## src/rtl/fetch_buffer.sv

```systemverilog
// fetch_buffer: instruction fetch stage with a small prefetch queue feeding decode
module fetch_buffer #(
    parameter int unsigned DEPTH     = 4,
    parameter logic [31:0] RESET_PC  = 32'h0000_0000,
    parameter logic [31:0] NOP_INSTR = 32'h0000_0000
) (
    input  logic                         clk,
    input  logic                         reset,
    input  logic [31:0]                  pc_branch,
    input  logic                         pc_source,
    output logic [31:0]                  imem_addr,
    input  logic [31:0]                  imem_rdata,
    input  logic                         id_ready,
    output logic                         out_valid,
    output logic [31:0]                  pc_next_out,
    output logic [31:0]                  instr_out,
    output logic [$clog2(DEPTH+1)-1:0]   count
);

    localparam int AW = $clog2(DEPTH);
    localparam int CW = $clog2(DEPTH+1);

    logic [31:0]   pc_q, pc_d;
    logic [AW-1:0] rd_ptr_q, rd_ptr_d;
    logic [AW-1:0] wr_ptr_q, wr_ptr_d;
    logic [CW-1:0] count_q, count_d;
    logic [63:0]   mem_q [DEPTH];
    logic [63:0]   head;
    logic [31:0]   pc_plus4;
    logic          push;
    logic          pop;

    // Head presentation and handshake; a redirect hides the head so decode never takes a wrong-path entry
    always_comb begin
        pc_plus4    = pc_q + 32'd4;
        head        = mem_q[rd_ptr_q];
        out_valid   = (count_q != '0) && !pc_source;
        pop         = out_valid && id_ready;
        push        = !pc_source && ((count_q < CW'(DEPTH)) || pop);
        instr_out   = out_valid ? head[31:0] : NOP_INSTR;
        pc_next_out = out_valid ? head[63:32] : 32'h0;
        imem_addr   = pc_q;
        count       = count_q;
    end

    // Next state: redirect flushes the queue and loads the word-aligned target, otherwise push/pop bookkeeping
    always_comb begin
        pc_d     = pc_source ? (pc_branch & 32'hFFFF_FFFC) : (push ? pc_plus4 : pc_q);
        wr_ptr_d = pc_source ? '0 : (push ? wr_ptr_q + AW'(1) : wr_ptr_q);
        rd_ptr_d = pc_source ? '0 : (pop ? rd_ptr_q + AW'(1) : rd_ptr_q);
        count_d  = pc_source ? '0 : count_q + CW'(push) - CW'(pop);
    end

    // Control state with asynchronous reset back to the reset PC and an empty queue
    always_ff @(posedge clk or posedge reset) begin
        if (reset) begin
            pc_q     <= RESET_PC;
            rd_ptr_q <= '0;
            wr_ptr_q <= '0;
            count_q  <= '0;
        end else begin
            pc_q     <= pc_d;
            rd_ptr_q <= rd_ptr_d;
            wr_ptr_q <= wr_ptr_d;
            count_q  <= count_d;
        end
    end

    // Queue storage needs no reset: entries are only visible through count
    always_ff @(posedge clk) begin
        if (push) mem_q[wr_ptr_q] <= {pc_plus4, imem_rdata};
    end

endmodule

```

## config.mk

```make
export PLATFORM = sky130hd
export DESIGN_NAME = fetch_buffer
export DESIGN_NICKNAME = d
export VERILOG_FILES = /design/src/rtl/fetch_buffer.sv
export SDC_FILE = /design/constraint.sdc
export NUM_CORES = 1
export LEC_CHECK = 0
export BUFFER_PORTS_ARGS = -buffer_cell sky130_fd_sc_hd__buf_2
export CORE_UTILIZATION = 35
export CTS_BUF_LIST = sky130_fd_sc_hd__clkbuf_8
export DETAILED_ROUTE_END_ITERATION = 16
export PLACE_DENSITY = 0.62
export SLEW_MARGIN = 20
export SYNTH_ARGS = -nofsm -noshare
export SYNTH_HDL_FRONTEND = slang
export SYNTH_SLANG_ARGS = --single-unit
```

## constraint.sdc

```tcl
create_clock -name clk -period 3.13 [get_ports clk]
set_input_delay 0.626 -clock clk [delete_from_list [all_inputs] [get_ports clk]]
set_output_delay 0.626 -clock clk [all_outputs]
set_load 0.01 [all_outputs]
```

# Word-level counts from Yosys, hierarchy flattened

Memories as Yosys holds them, arrays and structs flattened.
Index checks and enable logic that the tools add are counted.

Flip-flop bits (word level): 39
Bits in writable memories: 256
Memories kept: 1
Output and inout port bits: 100

Mux-type cells: 11
Order comparisons: 1
Add/sub/neg operators: 5
Reductions and logical operators: 8

Memories:

| name  | depth | bits a word | read ports | clocked after memory_dff | write ports | line | source |
|---|---|---|---|---|---|---|---|
| mem_q | 4     | 64          | 1          | 0                        | 1           | 27   | `logic [63:0] mem_q [DEPTH];` |

Operator list:

| kind                                                             | number |
|---|---|
| 32-bit 2-to-1 mux                                                | 4 |
| 32-bit by 3-bit adder with 32-bit output (second input constant) | 1 |
| 2-bit 2-to-1 mux                                                 | 4 |
| 2-bit by 1-bit adder with 2-bit output (second input constant)   | 2 |
| 2-bit nonzero test                                               | 2 |
| 3-bit by 1-bit adder with 3-bit output                           | 1 |
| 1-bit logical AND                                                | 3 |
| 3-bit < comparator (second input constant)                       | 1 |
| 3-bit 2-to-1 mux                                                 | 1 |
| 3-bit nonzero test                                               | 1 |
| 3-bit by 1-bit subtractor with 3-bit output                      | 1 |
| 1-bit 2-to-1 mux                                                 | 2 |
| 1-bit logical NOT                                                | 1 |
| 1-bit logical OR                                                 | 1 |

# Logic depth before layout (Yosys ltp)

Word-level depth: 8
Depth in mapped cells: 11

# Least setup slack after synthesis

Ideal clock, no wire load.

Kind: input to register
Start point: in id_ready
End point: mem mem_q[0][0], enable pin
Slack: 0.034 ns
Arrival time: 2.669 ns
Stages on the path: 4
Buffers on the path: 1
Setup time: 0.427 ns
Cells stage by stage: and2b_2 > clkbuf_8 > nor2_1 > and2_1

Longest elaborated chain between the ends: 5

RTL lines:

| element                                | line | source |
|---|---|---|
| start: declaration                     | 13   | `input logic id_ready,` |
| 1-bit logical AND                      | 38   | `pop = out_valid && id_ready;` |
| 1-bit logical OR                       | 39   | `push = !pc_source && ((count_q < CW'(DEPTH)) \|\| pop);` |
| 1-bit logical AND                      | 39   |  |
| 1-bit 2-to-1 mux                       | 71   | `if (push) mem_q[wr_ptr_q] <= {pc_plus4, imem_rdata};` |
| 1-bit 2-to-1 mux (implied by the code) | 71   |  |
| end: declaration                       | 27   |  |

Every way passes these cells.

# Worst setup path in the final report

Start point: reg rd_ptr_q[0]
End point: out pc_next_out[10]

Longest elaborated chain between the ends: 2

RTL lines:

| element                  | line | source |
|---|---|---|
| start: declaration       | 24   | `logic [AW-1:0] rd_ptr_q, rd_ptr_d;` |
| start signal: assignment | 63   | `rd_ptr_q <= rd_ptr_d;` |
| memory 4 x 64 bit        | n/a  |  |
| 32-bit 2-to-1 mux        | 41   | `pc_next_out = out_valid ? head[63:32] : 32'h0;` |
| end: declaration         | 15   | `output logic [31:0] pc_next_out,` |

Every way passes these cells.

==> results.toml <==
[final_layout]
nets = 987
antennaDiodeCount = 0
final_cell_mix = "edfxtp_1 (248), buf_2 (161), and2_1 (64)"
layout-drive-gt1-share_pct = 35.20
n_fill_cell = 3107
layout_commonest_cell = "edfxtp_1"
syn_to_final_growth_pct = 19.78

[clock_tree]
clk-insertion-delay-late_ns = 0.55
cts.sinks = 285
cts_resized = 0
clk_pin_slew_ns = 0.06
holdBufCountCts = 0
htree_num_levels = 2
root_buffer = "clkbuf_8"
cts_buffer_depth = 3
numCtsBuffers = 48
cts_tree = "built"

[worst_setup_path]
cpMaxStageDelayCell = "dfrtp_4"
crit_family = "flip-flops"
start_kind = "register"
crit_path_max_fanout = 21
end_kind = "primary output"
crit_type = "register to primary output"
cp_slowest_stage_delay_ns = 0.56
arrival_ns = 2.25
crit_chain = "buf_12 > mux4_2 > and2_1 > buf_2"
path_buf_inv = 2
cp.required_ns = 2.50

[yosys]
synth_area_per_cell_sq_um = 17.05
yosysWarnings = 0
seq_area_frac_synth_pct = 69.37
synthCells = 708
ys_seq_elements = 285
synth_edf_count = 248
synth-main-ff-cell = "edfxtp_1"
syn-cell-area_sq_um = 12070
yosysUniqueCellTypes = 45
synth-async-reset-ratio_pct = 12.98

[sta]
clock.fmax_mhz = 347.4
hold_viol_final = 0
skew_ns = 0.01306
slew_headroom_pct = 59.22
tightest_slew_ns = 0.6032
finalSetupViolations = 0
grt_setup_unrepaired = "no"
setup_tns_ns = 0
final-max-slew-violation-count = 0
min_period_ns = 2.879
fin_crit_sh_pct = 91.97

[run_status]
status = "complete, no violations"

[job]
maxCapViolations = 0

[die]
row_count = 67
ios = 168
core_sq_um = 33700
fp.dieW_um = 187.7
start_util_pct = 35.82
die_y_um = 187.7
die-area_sq_um = 35230

[power_and_ir_drop]
p_total_uw = 10190
p_comb_share_pct = 22.0
p_sw_share_pct = 27.59
p_seq_share_pct = 47.9
cellPowerDensity_nw_per_um2 = 704.5
ir_worst_vdd_v = 0.0003517
switching_power_uw = 2810
clock_power_share_pct = 30.1
p_leak_uw = 0.005283
p_int_uw = 7375

[route]
drt_pass1_iterations = 4
vias = 6748
drtAntennaViolNets = 0
wl_um = 27130
wl_per_cell_um = 19.46
drc = 0
drtIter0Drc = 317
viasPerCell = 4.841

[placed_design]
gp_congestion = 0.7631
io_buffers = 161
place_hpwl_um = 17500

[grt]
grt_max_degree = 65
antenna_found_initial = 0
grt_use_total_pct = 15.56
grt_pass1_vias = 7153
overflow = 0
grt_first_pass_wirelength_um = 41980

[min_path]
hold_class = "primary input to asynchronous set/reset pin"
per-stage QoR:
stage / instance area [sq um] / utilization (%) / hold slack (ns) / setup WS, ns / cells
floorplan: 12080 / - / 0.5350 / 0.03393 / 711
global placement: 13520 / 40.11 / 0.5561 / 0.5833 / 1302
detailed placement: 13520 / 40.11 / 0.5672 / 0.5473 / 1302
CTS: 14410 / 42.75 / 0.2017 / 0.05546 / 1387
global route: 14460 / 42.90 / 0.2667 / 0.1517 / 1394
finish: 14460 / 42.90 / 0.2105 / 0.2514 / 1394
layout make-up:
class / count / area, sq um / area share, %
clock buffers: 51 / 701.9 / 4.855
clock inverters: 34 / 185.2 / 1.281
inverters: 9 / 33.78 / 0.2337
multi-input cells: 373 / 3430 / 23.72
flip-flops and latches: 285 / 8381 / 57.97
well taps: 448 / 560.5 / 3.877
repair buffers: 194 / 1166 / 8.066
logic make-up (layout without fill, tap and decap cells):
logic type      Yosys count  count (layout)  share of synthesized area, %
flops                   285             285                         69.37
simple gates            205             205                         9.703
mux                      66              66                         11.92
xor+xnor                 61              61                         4.426
buf+inv                  53             288                         2.457
compound gates           29              29                         1.202
fa+ha+maj                 8               8                        0.8914
other cells               1               4                       0.03107
power groups by stage:
| stage | Clock (uW) | Combinational (uW) | Sequential (uW) |
|---|---|---|---|
| 3_5_place_dp | 0 | 2250 | 4980 |
| 5_1_grt | 3320 | 2460 | 4920 |
| 4_1_cts | 3150 | 2250 | 4900 |
| 6_report | 3070 | 2240 | 4880 |
| 2_1_floorplan | 0 | 1430 | 4880 |
| 3_3_place_gp | 0 | 2230 | 4960 |
flip-flops by register name, indices dropped and copies added (netlist names):
register and flops:
wr_ptr_q 2, count 3, rd_ptr_q 2, mem_q 248, imem_addr 30
worst register-to-register path, stage by stage (launching register included):
cell and delay (ns):
dfrtp_1 0.46, ha_1 0.29, nand4_1 0.26, nor4_1 0.37, buf_4 0.20, and2_1 0.20
nand3_1 0.11, xnor2_1 0.31
synthesized netlist by cell type (2+ instances only):
| master | n | share of area, % |
|---|---|---|
| and2_1 | 68 | 3.5 |
| and3_1 | 6 | 0.31 |
| and4_1 | 4 | 0.29 |
| buf_2 | 7 | 0.29 |
| buf_4 | 6 | 0.37 |
| clkbuf_1 | 20 | 0.62 |
| clkbuf_2 | 3 | 0.12 |
| clkbuf_8 | 5 | 0.57 |
| dfrtp_1 | 37 | 7.7 |
| edfxtp_1 | 248 | 62 |
| ha_1 | 7 | 0.73 |
| inv_1 | 9 | 0.28 |
| mux2_2 | 2 | 0.19 |
| mux2i_1 | 2 | 0.17 |
| mux4_2 | 62 | 12 |
| nand2_1 | 50 | 1.6 |
| nand2b_1 | 3 | 0.16 |
| nand3_1 | 17 | 0.70 |
| nand4_1 | 12 | 0.62 |
| nor2_1 | 18 | 0.56 |
| nor3_1 | 10 | 0.41 |
| nor4_1 | 3 | 0.16 |
| o21ai_0 | 27 | 1.1 |
| or2_2 | 2 | 0.10 |
| xnor2_1 | 36 | 2.6 |
| xor2_1 | 25 | 1.8 |
repair_timing:
item,4_1_cts,5_1_grt
hold endpoints to repair,0,0
endpoints found under the setup margin,0,1
buffers inserted,0,7
routing by layer:
| layer | vias to the layer above | GRT usage (%) | part of all wire, % |
|---|---|---|---|
| met4 | 0 | 4.722 | 2.1 |
| met5 | - | 0 | 0 |
| met1 | 3384 | 21.43 | 45 |
| met2 | 231 | 24.79 | 47 |
| li1 | 3088 | - | - |
| met3 | 45 | 3.238 | 6.1 |
path summary, 6_finish.rpt:
| kind | cells after the start | to | startpoint | slack (ns) |
|---|---|---|---|---|
| setup / recovery | 4 | pc_next_out[10] | rd_ptr_q[0] | 0.25 |
| hold / removal | 3 | imem_addr[9] | reset | 0.21 |
| setup reg to reg | 7 | mem_q[1][52] | imem_addr[2] | 0.72 |
| hold reg to reg | 2 | wr_ptr_q[1] | wr_ptr_q[1] | 0.57 |
| max in group asynchronous | 3 | rd_ptr_q[1] | reset | 2.51 |
| min in group clk | 3 | imem_addr[6] | pc_branch[6] | 0.29 |
No activity file was read; power rests on OpenSTA's default activity.
